**config.mk**
```make
export PLATFORM = sky130hd
export DESIGN_NAME = decoder_nx2n_seq
export DESIGN_NICKNAME = d
export VERILOG_FILES = /design/src/rtl/decoder_nx2n_seq.sv
export SDC_FILE = /design/constraint.sdc
export NUM_CORES = 1
export LEC_CHECK = 0
export ABC_AREA = 0
export BUFFER_PORTS_ARGS = -buffer_cell sky130_fd_sc_hd__buf_4
export CORE_AREA = 2 2 46 48
export CTS_BUF_LIST = sky130_fd_sc_hd__clkbuf_8
export DETAILED_ROUTE_END_ITERATION = 6
export DIE_AREA = 0 0 48 50
export GPL_ROUTABILITY_DRIVEN = 0
export PLACE_DENSITY = 0.58
export SETUP_SLACK_MARGIN = 0.1
export SYNTH_ARGS = -nofsm -noshare
export SYNTH_HDL_FRONTEND = slang
export SYNTH_SLANG_ARGS = --single-unit
```
**constraint.sdc**
```tcl
create_clock -name clk -period 1.33 [get_ports clk]
set_clock_uncertainty 0.05 [all_clocks]
set_input_delay 0.0665 -clock clk [delete_from_list [all_inputs] [get_ports clk]]
set_output_delay 0.0665 -clock clk [all_outputs]
set_load 0.01 [all_outputs]
```
**src/rtl/decoder_nx2n_seq.sv**
```systemverilog
// Registered N-to-2^N one-hot decoder with a direct (latched index) mode and
// an autonomous scan mode that walks every output for DWELL cycles each.
//
//   state  | meaning
//   -------+------------------------------------------------------------
//   IDLE   | out of reset, b inactive, valid low until first load/scan
//   DIRECT | b shows decode of the last loaded (or last scanned) index
//   SCAN   | idx walks 0..2^N-1, each held DWELL cycles, wrap on 2^N-1->0
module decoder_nx2n_seq #(
    parameter int N          = 2,
    parameter int DWELL      = 4,
    parameter int ACTIVE_LOW = 0
) (
    input  logic              clk,
    input  logic              rst_n,
    input  logic              en,
    input  logic              mode,
    input  logic              load,
    input  logic [N-1:0]      a,
    output logic [2**N-1:0]   b,
    output logic [N-1:0]      idx,
    output logic              valid,
    output logic              wrap
);

    localparam int W  = 2**N;
    localparam int CW = (DWELL > 1) ? $clog2(DWELL) : 1;
    localparam logic [CW-1:0] DWELL_LAST = CW'(DWELL - 1);
    localparam logic [W-1:0]  B_INACTIVE = (ACTIVE_LOW != 0) ? {W{1'b1}} : {W{1'b0}};

    typedef enum logic [1:0] {
        IDLE   = 2'd0,
        DIRECT = 2'd1,
        SCAN   = 2'd2
    } state_t;

    state_t          state, state_nxt;
    logic [CW-1:0]   dwell_cnt, dwell_cnt_nxt;
    logic [N-1:0]    idx_nxt;
    logic [W-1:0]    b_nxt;
    logic            valid_nxt;
    logic            wrap_nxt;

    function automatic logic [W-1:0] decode(input logic [N-1:0] i);
        logic [W-1:0] oh;
        oh    = '0;
        oh[i] = 1'b1;
        return (ACTIVE_LOW != 0) ? ~oh : oh;
    endfunction

    always_ff @(posedge clk) begin
        if (!rst_n) begin
            state     <= IDLE;
            dwell_cnt <= '0;
            idx       <= '0;
            b         <= B_INACTIVE;
            valid     <= 1'b0;
            wrap      <= 1'b0;
        end else begin
            state     <= state_nxt;
            dwell_cnt <= dwell_cnt_nxt;
            idx       <= idx_nxt;
            b         <= b_nxt;
            valid     <= valid_nxt;
            wrap      <= wrap_nxt;
        end
    end

    always_comb begin
        state_nxt     = state;
        dwell_cnt_nxt = dwell_cnt;
        idx_nxt       = idx;
        b_nxt         = b;
        valid_nxt     = valid;
        wrap_nxt      = 1'b0;

        if (en) begin
            if (!mode) begin
                state_nxt = DIRECT;
                if (load) begin
                    idx_nxt   = a;
                    b_nxt     = decode(a);
                    valid_nxt = 1'b1;
                end
            end else if (state != SCAN) begin
                // Entry edge always restarts the walk at 0; a coincident load is dropped.
                state_nxt     = SCAN;
                idx_nxt       = '0;
                b_nxt         = decode('0);
                valid_nxt     = 1'b1;
                dwell_cnt_nxt = '0;
            end else if (load) begin
                idx_nxt       = a;
                b_nxt         = decode(a);
                dwell_cnt_nxt = '0;
            end else if (dwell_cnt == DWELL_LAST) begin
                dwell_cnt_nxt = '0;
                idx_nxt       = idx + N'(1);
                b_nxt         = decode(idx + N'(1));
                wrap_nxt      = (idx == {N{1'b1}});
            end else begin
                dwell_cnt_nxt = dwell_cnt + CW'(1);
            end
        end
    end

endmodule

```
## Word-level counts from Yosys, hierarchy flattened

Cells that the tools add are included.

| storage, ports and cells | value |
|---|---|
| register bits after elaboration | 12 |
| latch bits | 0 |
| memory bits (writable) | 0 |
| memory bits (read-only) | 0 |
| bits of input ports | 7 |
| output and inout port bits | 8 |
| word-level logic and storage cells | 51 |
| memories kept | 0 |

| operators by class | value |
|---|---|
| add/sub/neg operators | 2 |
| multiply operators | 0 |
| div/mod/pow operators | 0 |
| magnitude comparators | 4 |
| eq/ne operators | 4 |
| shifts and indexed selects | 0 |
| multiplexer cells | 22 |
| bitwise operators | 4 |
| reductions and logical operators | 9 |

Operators by type and width:

| cell | count |
|---|---|
| 2-bit 2-to-1 mux | 10 |
| 4-bit 2-to-1 mux | 5 |
| 2-bit by 3-bit less-than comparator with 1-bit output, second input constant | 2 |
| 3-bit AND reduction | 2 |
| 6-bit OR reduction | 1 |
| 1-bit 2-to-1 mux | 5 |
| 2-bit by 1-bit adder with 2-bit output, second input constant | 2 |
| 1-bit demux with 2-bit select | 2 |
| 2-bit == test, second input constant | 2 |
| 2-bit by 1-bit >= comparator with 1-bit output, second input constant | 2 |
| 1-bit inverter | 4 |
| 2-bit AND reduction | 2 |
| 3-bit nonzero test | 1 |
| 1-bit logical AND | 2 |
| 2-bit by 1-bit != test with 1-bit output, second input constant | 1 |
| 2-bit != test, second input constant | 1 |
| 2-bit nonzero test | 1 |

## Longest topological paths before layout

Gate-level depths: netlist (run 1).

| depth | value |
|---|---|
| depth after elaboration | 9 |
| depth in mapped cells | 5 |
| depth with buffers taken out | 5 |

## Least setup slack after synthesis (run 1)

Ideal clock, no wire load.

| path | value |
|---|---|
| path type | reg2reg |
| from | register dwell_cnt[0] |
| to | register b[1] |
| data arrival time | 1.277 ns |
| data required time | 1.158 ns |
| setup slack | -0.119 ns |
| cell stages (with the launch flop) | 6 |
| clock period less this slack | 1.449 ns |
| cell sequence | dfxtp_1 -> ha_1 -> nor4b_4 -> or2_1 -> buf_2 -> o311a_1 |

| between the ends | value |
|---|---|
| longest elaborated chain between the ends | 3 |

Ends and longest elaborated chain:

| element | line | source |
|---|---|---|
| from (decl) | 38 | `logic [CW-1:0] dwell_cnt, dwell_cnt_nxt;` |
| from (signal assigned) | 61 | `dwell_cnt <= dwell_cnt_nxt;` |
| 2-bit == test | 96 | `end else if (dwell_cnt == DWELL_LAST) begin` |
| 3-bit nonzero test (no source line) | -- |  |
| 3-bit AND reduction (no source line) | -- |  |
| to (signal assigned) | 63 | `b <= b_nxt;` |
| to (decl) | 20 | `output logic [2**N-1:0] b,` |

No other way between the ends.
A chain may end at the register's enable or synchronous reset.

## Worst setup path after layout (run 1)

Ends and elaborated chain as after synthesis.

==> results of run 1 <==
## registers in the layout, summed over array words and instances (netlist names)
| name | cells |
|---|---|
| state | 2 |
| dwell_cnt | 2 |
| idx | 2 |
| wrap | 1 |
| b | 4 |
| valid | 1 |
## power by group through the flow
stage | clock, mW | combinational, mW | sequential, mW
3_5_place_dp | 0 | 0.164 | 0.406
5_1_grt | 0.437 | 0.210 | 0.399
6_report | 0.409 | 0.190 | 0.397
3_3_place_gp | 0 | 0.163 | 0.404
4_1_cts | 0.415 | 0.189 | 0.397
2_1_floorplan | 0 | 0.0900 | 0.410
## kinds of logic after synthesis
group           synth area share [%]
flops                          33.74
fa+ha+maj                      8.787
simple gates                   27.95
buf+inv                        3.690
compound gates                 25.84
## worst max-delay path, cell delays in order, from the launching register on
cell	delay [ns]
dfxtp_2	0.33
ha_4	0.16
nor4b_4	0.23
buf_4	0.20
o21bai_1	0.08
o311a_1	0.13
## metrics by stage
step | instances | hold WS (ns)
4_1_cts | 127 | 0.01968
5_1_grt | 127 | 0.03041
6_report | 127 | 0.02535
3_5_place_dp | 119 | 0.2390
2_1_floorplan | 79 | 0.1110
3_3_place_gp | 119 | 0.2344
## layout make-up
cell class | instances | area [µm²]
Sequential cell | 12 | 255.2
Tap cell | 27 | 33.78
Fill cell | 182 | 899.6
Timing Repair Buffer | 21 | 160.2
Inverter | 2 | 7.507
Clock buffer | 4 | 55.05
Multi-Input combinational cell | 61 | 490.5
## Yosys cell counts (all sizes together) (3+ instances only)
library cell	instances	share of area [%]
a21boi	3	3.2
a21oi	6	4.2
dfxtp	12	34
ha	5	8.8
nand2	5	2.6
nand2b	5	4.4
nand3b	4	4.2
nor2b	6	5.3
o21ai	5	4.0
o21bai	3	3.2
o311a	5	7.0
## routing by layer
layer	wire [µm]	global-route usage (%)
met1	864	24.17
met2	815	25.56
met3	97	4.396
met4	38	8.108
met5	0	0
## how the worst max path moves through the flow
stage	slack (ns)	depth (start not counted)	to	from
3_5_place_dp	0.002	4	b[1]$_SDFFE_PN0P_	dwell_cnt[1]$_SDFFE_PN0P_
2_1_floorplan	0.03	5	b[1]$_SDFFE_PN0P_	dwell_cnt[1]$_SDFFE_PN0P_
5_1_grt	-0.05	5	idx[1]$_SDFFE_PN0P_	dwell_cnt[0]$_SDFFE_PN0P_
3_3_place_gp	0.02	5	idx[1]$_SDFFE_PN0P_	idx[1]$_SDFFE_PN0P_
6_report	0.03	5	b[1]$_SDFFE_PN0P_	dwell_cnt[0]$_SDFFE_PN0P_
4_1_cts	0.04	5	b[2]$_SDFFE_PN0P_	idx[0]$_SDFFE_PN0P_
## layout by cell type, fill, tap and decap left out, types with 2 or more instances in the layout
cell / instances
dfxtp_2: 3
o311a_1: 5
ha_4: 2
nand3_1: 2
buf_4: 20
o21bai_1: 3
nor2b_1: 5
a21oi_1: 6
nand2b_1: 4
nand2_1: 5
nand3b_1: 4
clkbuf_8: 4
dfxtp_1: 6
ha_1: 3
o21ai_0: 2
o21ai_1: 2
dfxtp_4: 3
inv_2: 2
## timing repair
item,in CTS,in global routing
setup buffers,3,0
endpoints found under the setup margin,8,9
hold endpoints to repair,1,0
gates cloned,0,0
gates resized for setup,6,5
pin swaps,6,2
hold buffers,1,0
==> flow_metrics.tcl, run 1 <==
set metrics [dict create \
    status "complete, no violations" \
    finalPower_mw 0.9960 \
    min_to "state[0]$_SDFFE_PN0P_" \
    r2r_end "b[1]$_SDFFE_PN0P_" \
    drtIter0Drc 10 \
    fin_util_pct 52.70 \
    worst_setup_path_start_kind "register" \
    r2r_start "dwell_cnt[0]$_SDFFE_PN0P_" \
    end_kind "register" \
    seqPwrFrac_pct 39.9 \
    dr.pass1.iters 4 \
    clk_pin_slew_worst_paths_ns 0.06 \
    fin_tns_setup_ns 0 \
    start_util_pct 37.43 \
    num_vias 665 \
    clock_latency_ns 0.24 \
    rsz0062_at_grt "yes" \
    swShare_pct 25.69 \
    fmax_ghz 0.7708 \
    min_path_cells 2 \
    required_ns 1.41 \
    synthesis.area_um2 711.9 \
    viasPerCell 5.236 \
    hold_viol 0 \
    synth_fp_nets 91 \
    min_from "mode" \
    fin_area_mm2 0.001002 \
    cts_tree "yes" \
    ctsHtreeMaxLevel 1 \
    cts_root_buf "clkbuf_8" \
    path_class "reg -> reg" \
    hold_path_class "in -> reg" \
    grt_antenna_before_repair 0 \
    ir_worst_vdd_mv 0.4057 \
    place_ws_ns 0.001915 \
    numCtsBuffers 3 \
    p_int_mw 0.7401 \
    clkSinkCount 12 \
    grt_overflow_total 0 \
    tightest_slew_ns 0.2236 \
    grt_max_degree 17 \
    grt_pass1_vias 634 \
    relSlewSlack_pct 85.03 \
    dp_hpwl_um 1154 \
    yosysSeqAreaShare_pct 33.74 \
    drv_cap 0 \
    drive_above_1_share_pct 42.00 \
    drc 0 \
    syn_inst 79 \
    core_mm2 0.001902 \
    pwr-share-clk_pct 41.1 \
    port-buffer-count 14 \
    worstRegToRegCells 5 \
    track_usage_pct 17.75 \
    fin_nets 113 \
    netSwitchingPower_mw 0.2559 \
    syn_area_per_cell_um2 9.012 \
    totalWireLength_um 1815 \
    r2r_slack_ns 0.03 \
    ys_ff_latch 12 \
    die_area_mm2 0.002400 \
    grt_pass1_wl_um 3001 \
    syn2layout_area_growth_pct 40.77 \
    die-height_um 50 \
    combPwrFrac_pct 19.1 \
    ys_async_sr_fraction_pct 0 \
    drv_slew 0 \
    cts.path.max_buffers 2 \
    drt-wirelength-per-cell_um 14.29 \
    synth_ff_type "dfxtp_1" \
    worst_slack_ns 0.03267 \
    dpl-instance-area_um2 877.1 \
    cp_max_fo 6 \
    worstPathArrival_ns 1.38 \
    yosysWarningCount 0 \
    power.density_mw_per_mm2 993.9 \
    ant_nets 0 \
    rows 16 \
    setup_viol 0 \
    num_antenna_cells 0 \
    ys_types 30 \
    min_period_ns 1.297 \
    die_x_um 48 \
    p_leak_nw 0.3973 \
    io_pins 15 \
    fin_crit_sh_pct 97.54 \
    synth_edf_count 0 \
]
(Power assumes the default switching activity.)
==> run 2, diff against run 1 <==
--- a/config.mk
+++ b/config.mk
@@ -7,10 +7,10 @@
 export LEC_CHECK = 0
 export ABC_AREA = 0
 export BUFFER_PORTS_ARGS = -buffer_cell sky130_fd_sc_hd__buf_4
-export CORE_AREA = 2 2 46 48
+export CORE_AREA = 4 4 48 50
 export CTS_BUF_LIST = sky130_fd_sc_hd__clkbuf_8
 export DETAILED_ROUTE_END_ITERATION = 6
-export DIE_AREA = 0 0 48 50
+export DIE_AREA = 0 0 52 54
 export GPL_ROUTABILITY_DRIVEN = 0
 export PLACE_DENSITY = 0.58
 export SETUP_SLACK_MARGIN = 0.1
==> constraint.sdc (replaced) <==
create_clock -name clk -period 1.33 [get_ports clk]
set_clock_uncertainty 0.05 [all_clocks]
set_input_delay 0.1995 -clock clk [delete_from_list [all_inputs] [get_ports clk]]
set_output_delay 0.1995 -clock clk [all_outputs]
set_load 0.01 [all_outputs]
==> run 2 against run 1 <==
Net effect: combinational power is 4% higher; sequential power hardly changed; sequential share of layout area shrank 0.38 points; critical path type unchanged; sequential cell count did not move; clock-buffer cell count is 1 lower; non-clock buffer count rose by 1; routed wire length is 0.11% lower; critical path depth is the same; die area increased by 17%; hold slack gained 0.087 ns; register-to-register slack about the same; final cell count up 0.79%; highest routed layer unchanged; largest power group is now registers.
==> flow_metrics.tcl, run 2 (synthesized netlist as in run 1, its figures left out) <==
set metrics [dict create \
    tightest_slew_ns 0.2587 \
    grt_max_degree 14 \
    clock_latency_ns 0.24 \
    io_pins 15 \
    drive_above_1_share_pct 43.56 \
    grt_overflow_total 0 \
    track_usage_pct 15.00 \
    fin_crit_sh_pct 98.47 \
    most-common-layout-cells "buf_4 (21), a21oi_1 (6), dfxtp_1 (6)" \
    cts_root_buf "clkbuf_8" \
    hold_viol 0 \
    rsz0062_at_grt "yes" \
    cts.path.max_buffers 2 \
    status "complete, no violations" \
    min_period_ns 1.310 \
    crit_start "dwell_cnt[0]$_SDFFE_PN0P_" \
    clkSinkCount 12 \
    pwr-share-clk_pct 36.5 \
    place_ws_ns -0.01184 \
    viasPerCell 5.156 \
    path_class "reg -> reg" \
    totalWireLength_um 1813 \
    cts_tree "yes" \
    drv_cap 0 \
    slowest_delay_ns 0.34 \
    drc 0 \
    grt_pass1_vias 653 \
    r2r_start "dwell_cnt[0]$_SDFFE_PN0P_" \
    core_mm2 0.001902 \
    finalPower_mw 0.9358 \
    worst_slack_ns 0.02035 \
    final_common_cell "buf_4" \
    end_kind "register" \
    grt_antenna_before_repair 0 \
    port-buffer-count 14 \
    hold_path_class "in -> reg" \
    seqPwrFrac_pct 42.4 \
    slowest_stage "dfxtp_2" \
    ir_worst_vdd_mv 0.4562 \
    syn2layout_area_growth_pct 41.48 \
    required_ns 1.41 \
    rows 16 \
    fin_tns_setup_ns 0 \
    numCtsBuffers 3 \
    critPathBufInv 1 \
    regMostFlops "b" \
    relSlewSlack_pct 82.70 \
    dp_hpwl_um 1233 \
    fin_util_pct 52.96 \
    p_int_mw 0.6869 \
    ant_nets 0 \
    grt_pass1_wl_um 3029 \
    worstRegToRegCells 5 \
    fin_area_mm2 0.001007 \
    worst_setup_path_start_kind "register" \
    dpl-instance-area_um2 892.1 \
    drtIter0Drc 11 \
    num_vias 660 \
    min_path_cells 2 \
    die_x_um 52 \
    die-height_um 54 \
    die_area_mm2 0.002808 \
    p_leak_nw 0.4014 \
    r2r_slack_ns 0.02 \
    power.density_mw_per_mm2 929.1 \
    min_from "en" \
    critPathTopFamily "flip-flops" \
    drv_slew 0 \
    num_antenna_cells 0 \
    netSwitchingPower_mw 0.2489 \
    clk_pin_slew_worst_paths_ns 0.06 \
    crit_chain "ha_4 -> nor4b_4 -> buf_4 -> o21bai_1 -> o311a_1" \
    drt-wirelength-per-cell_um 14.16 \
    dr.pass1.iters 4 \
    stdcell_count 128 \
    min_to "state[0]$_SDFFE_PN0P_" \
    combPwrFrac_pct 21.1 \
    largest_reg_flops 4 \
    worstPathArrival_ns 1.39 \
    r2r_end "b[1]$_SDFFE_PN0P_" \
    hold_ws_ns 0.1125 \
    fin_nets 114 \
    swShare_pct 26.60 \
    place_inst 121 \
    ctsHtreeMaxLevel 1 \
    cp_max_fo 6 \
    fillers 182 \
    fmax_ghz 0.7636 \
    setup_viol 0 \
    start_util_pct 37.43 \
]
## run 2: cell types whose count changed in the layout (fill, tap and decap cells not counted), sizes merged
| cell | previous run | this run |
|---|---|---|
| buf | 20 | 22 |
| clkbuf | 4 | 3 |
| dlygate4sd3 | 1 | 0 |
| inv | 2 | 3 |
## run 2: worst max path at each step
stage | endpoint | slack, ns | cells after the start
after floorplan | b[1]$_SDFFE_PN0P_ | 0.03 | 5
after global placement | idx[1]$_SDFFE_PN0P_ | -0.003 | 5
after detailed placement | idx[1]$_SDFFE_PN0P_ | -0.01 | 5
after CTS | idx[1]$_SDFFE_PN0P_ | 0.04 | 5
after global routing | b[2]$_SDFFE_PN0P_ | -0.06 | 5
final | b[1]$_SDFFE_PN0P_ | 0.02 | 5
## run 2: final cells by class
| class | instances | area [µm²] | share of cell area (%) |
|---|---|---|---|
| Multi-Input combinational cell | 61 | 499.2 | 49.57 |
| Timing Repair Buffer | 22 | 168.9 | 16.77 |
| Tap cell | 27 | 33.78 | 3.354 |
| Clock inverter | 1 | 3.754 | 0.3727 |
| Sequential cell | 12 | 252.7 | 25.09 |
| Inverter | 2 | 7.507 | 0.7453 |
| Clock buffer | 3 | 41.29 | 4.099 |
## run 2: metal layers
metal / wire, µm / global-route usage [%]
met1: 841 / 18.05
met2: 831 / 22.80
met3: 108 / 4.432
met4: 31 / 10.48
met5: 0 / 0
## run 2: what timing repair did
item,in CTS,in global routing
pin swaps,8,3
hold endpoints to repair,0,0
setup endpoints to repair,8,9
hold buffers,0,0
setup buffers,3,0
gates resized for setup,11,2
## run 2: power groups by stage
stage | Clock [mW] | Sequential [mW] | Combinational (mW)
after global placement | 0 | 0.404 | 0.169
after detailed placement | 0 | 0.405 | 0.170
after CTS | 0.357 | 0.397 | 0.193
final | 0.341 | 0.397 | 0.197
after global routing | 0.371 | 0.400 | 0.216
after floorplan | 0 | 0.410 | 0.0900
==> run 3, diff against run 2 <==
--- a/config.mk
+++ b/config.mk
@@ -5,12 +5,12 @@
 export SDC_FILE = /design/constraint.sdc
 export NUM_CORES = 1
 export LEC_CHECK = 0
-export ABC_AREA = 0
+export ABC_AREA = 1
 export BUFFER_PORTS_ARGS = -buffer_cell sky130_fd_sc_hd__buf_4
-export CORE_AREA = 4 4 48 50
+export CORE_AREA = 4 4 49 51
 export CTS_BUF_LIST = sky130_fd_sc_hd__clkbuf_8
 export DETAILED_ROUTE_END_ITERATION = 6
-export DIE_AREA = 0 0 52 54
+export DIE_AREA = 0 0 53 55
 export GPL_ROUTABILITY_DRIVEN = 0
 export PLACE_DENSITY = 0.58
 export SETUP_SLACK_MARGIN = 0.1
==> run 3 against run 2 <==
Net effect: via count is 9.2% higher; critical path type unchanged; setup slack better by 0.18 ns; cell area is 4.1% lower; sequential cell count stayed put; sequential power hardly changed; non-clock buffer count is 7 lower; first-iteration DRC count is 36% higher; clock power is 21% higher; largest cell class unchanged; register-to-register slack better by 0.18 ns; critical endpoint is now wrap$_SDFF_PP0_.
==> flow_metrics.tcl, run 3 <==
set metrics [dict create \
    viasPerCell 4.592 \
    core_mm2 0.001942 \
    setup_viol 0 \
    rsz0062_at_grt "no" \
    min_to "wrap$_SDFF_PP0_" \
    synth_top_area_cell "dfxtp_1" \
    start_util_pct 38.79 \
    hold_viol 0 \
    synth_fp_nets 125 \
    drtIter0Drc 15 \
    cp_max_fo 3 \
    most-common-layout-cells "nand2_1 (31), buf_4 (15), inv_1 (14), nor2_1 (13)" \
    fmax_ghz 0.8870 \
    fin_nets 143 \
    ys_async_sr_fraction_pct 0 \
    die_x_um 53 \
    clock_latency_ns 0.25 \
    io_pins 15 \
    yosysMostFrequentCell "nand2_1" \
    synth_ff_type "dfxtp_1" \
    cts.path.max_buffers 2 \
    yosysSeqAreaShare_pct 31.89 \
    drive_above_1_share_pct 30.77 \
    totalWireLength_um 1668 \
    final_common_cell "nand2_1" \
    largest_reg_flops 4 \
    status "complete, no violations" \
    num_antenna_cells 0 \
    cts_tree "yes" \
    fin_crit_sh_pct 84.77 \
    syn_area_per_cell_um2 6.666 \
    critPathBufInv 1 \
    syn_inst 113 \
    syn2layout_area_growth_pct 28.24 \
    slowest_delay_ns 0.34 \
    r2r_start "idx[1]$_SDFFE_PN0P_" \
    power.density_mw_per_mm2 1047 \
    grt_overflow_total 0 \
    required_ns 1.41 \
    dpl-instance-area_um2 875.8 \
    clk_pin_slew_worst_paths_ns 0.06 \
    die_area_mm2 0.002915 \
    num_vias 721 \
    ir_worst_vdd_mv 0.4164 \
    drt-wirelength-per-cell_um 10.62 \
    worstPathArrival_ns 1.20 \
    relSlewSlack_pct 77.30 \
    crit_chain "buf_4 -> ha_1 -> nand3_1 -> nor4_1" \
    cts_root_buf "clkbuf_8" \
    clkSinkCount 12 \
    fin_area_um2 965.9 \
    track_usage_pct 13.34 \
    yosysWarningCount 0 \
    drv_slew 0 \
    min_period_ns 1.127 \
    critPathTopFamily "flip-flops" \
    fin_tns_setup_ns 0 \
    grt_pass1_wl_um 2787 \
    drc 0 \
    ant_nets 0 \
    r2r_end "wrap$_SDFF_PP0_" \
    min_from "load" \
    worst_slack_ns 0.2026 \
    worstRegToRegCells 4 \
    finalPower_mw 1.012 \
    synth_area_leaders "dfxtp_1 (32%), nand2_1 (15%), ha_1 (8.3%)" \
    r2r_slack_ns 0.20 \
    grt_max_degree 12 \
    grt_pass1_vias 641 \
    regMostFlops "b" \
    drv_cap 0 \
    ys_ff_latch 12 \
    rows 16 \
    ys_types 20 \
    synth_edf_count 0 \
    port-buffer-count 14 \
    tightest_slew_ns 0.3374 \
    p_leak_nw 0.4517 \
    die-height_um 55 \
    synth_top_cell_area_share_pct 31.89 \
    ctsHtreeMaxLevel 1 \
    min_path_cells 2 \
    hold_path_class "in -> reg" \
    synthesis.area_um2 753.2 \
    grt_antenna_before_repair 0 \
    worst_setup_path_start_kind "register" \
    slowest_stage "dfxtp_2" \
    dr.pass1.iters 4 \
    place_ws_ns 0.1239 \
    dp_hpwl_um 1273 \
    numCtsBuffers 3 \
    ys_top_cells_by_count "nand2_1 (31), inv_1 (15), nor2_1 (13), dfxtp_1 (12), nand3_1 (8)" \
    path_class "reg -> reg" \
    end_kind "register" \
]
[run 3: cell count changes in the layout (fill, tap and decap cells not counted), sizes merged, moves of 4 or more]
cell    previous run  this run
nand2              5        36
buf               22        15
nor2b              6         0
nor2               1        16
o311a              5         0
nand2b             5         0
nand3b             4         0
inv                3        18
nand3              2         8
[run 3: kinds of logic (layout without fill, tap and decap cells)]
group	count (synthesis)	in the layout	synth area share, %
and+or+nand+nor	61	61	36.71
buffers and inverters	20	37	11.46
AOI/OAI and AO/OA	15	15	11.63
DFF	12	12	31.89
adders and majority gates	5	5	8.306
[run 3: cell type report]
cell class	instances	area (µm²)
clock buffers	4	55.05
fillers	210	975.9
inverters	18	70.07
multi-input cells	81	446.7
flip-flops and latches	12	247.7
well taps	27	33.78
repair buffers	15	112.6
[run 3: through the flow]
step,std cells,utilization [%],hold slack [ns]
5_1_grt,157,49.74,0.2048
3_5_place_dp,152,45.10,0.4123
6_report,157,49.74,0.1977
2_1_floorplan,113,-,0.3004
4_1_cts,156,47.94,0.2044
3_3_place_gp,152,45.10,0.4088
[run 3: what timing repair did]
| action | 4_1_cts | 5_1_grt |
|---|---|---|
| hold buffers | 0 | 0 |
| gates resized for setup | 0 | 10 |
| setup buffers | 0 | 1 |
| endpoints found under the setup margin | 0 | 3 |
| endpoints found under the hold margin | 0 | 0 |
[run 3: where the power goes]
group          leakage [nW]  switching, mW  internal (mW)  total [mW]
combinational         0.322          0.119         0.0840       0.203
sequential            0.101         0.0147          0.383       0.398
clock                0.0288          0.148          0.262       0.411
[run 3: worst reg2reg max path: cells and delay by family (launching register included)]
kind	cells	cell delay (ns)
adders and majority gates	1	0.17
buffers and inverters	1	0.11
DFF	1	0.34
and+or+nand+nor	2	0.33
[run 3: worst max path at each step]
stage	depth (start not counted)	endpoint	startpoint	slack (ns)
finish	4	wrap$_SDFF_PP0_	idx[1]$_SDFFE_PN0P_	0.20
global route	6	idx[1]$_SDFFE_PN0P_	idx[1]$_SDFFE_PN0P_	0.10
CTS	6	idx[1]$_SDFFE_PN0P_	idx[0]$_SDFFE_PN0P_	0.10
detailed placement	6	idx[1]$_SDFFE_PN0P_	idx[0]$_SDFFE_PN0P_	0.12
global placement	6	idx[1]$_SDFFE_PN0P_	idx[0]$_SDFFE_PN0P_	0.12
floorplan	6	idx[1]$_SDFFE_PN0P_	idx[0]$_SDFFE_PN0P_	0.14
[run 3: metal layers]
layer / part of all wire, % / global-route usage [%] / routed length (µm)
met1: 48 / 16.59 / 804
met2: 43 / 21.28 / 718
met3: 6.5 / 2.949 / 109
met4: 2.2 / 7.660 / 36
met5: 0 / 0 / 0
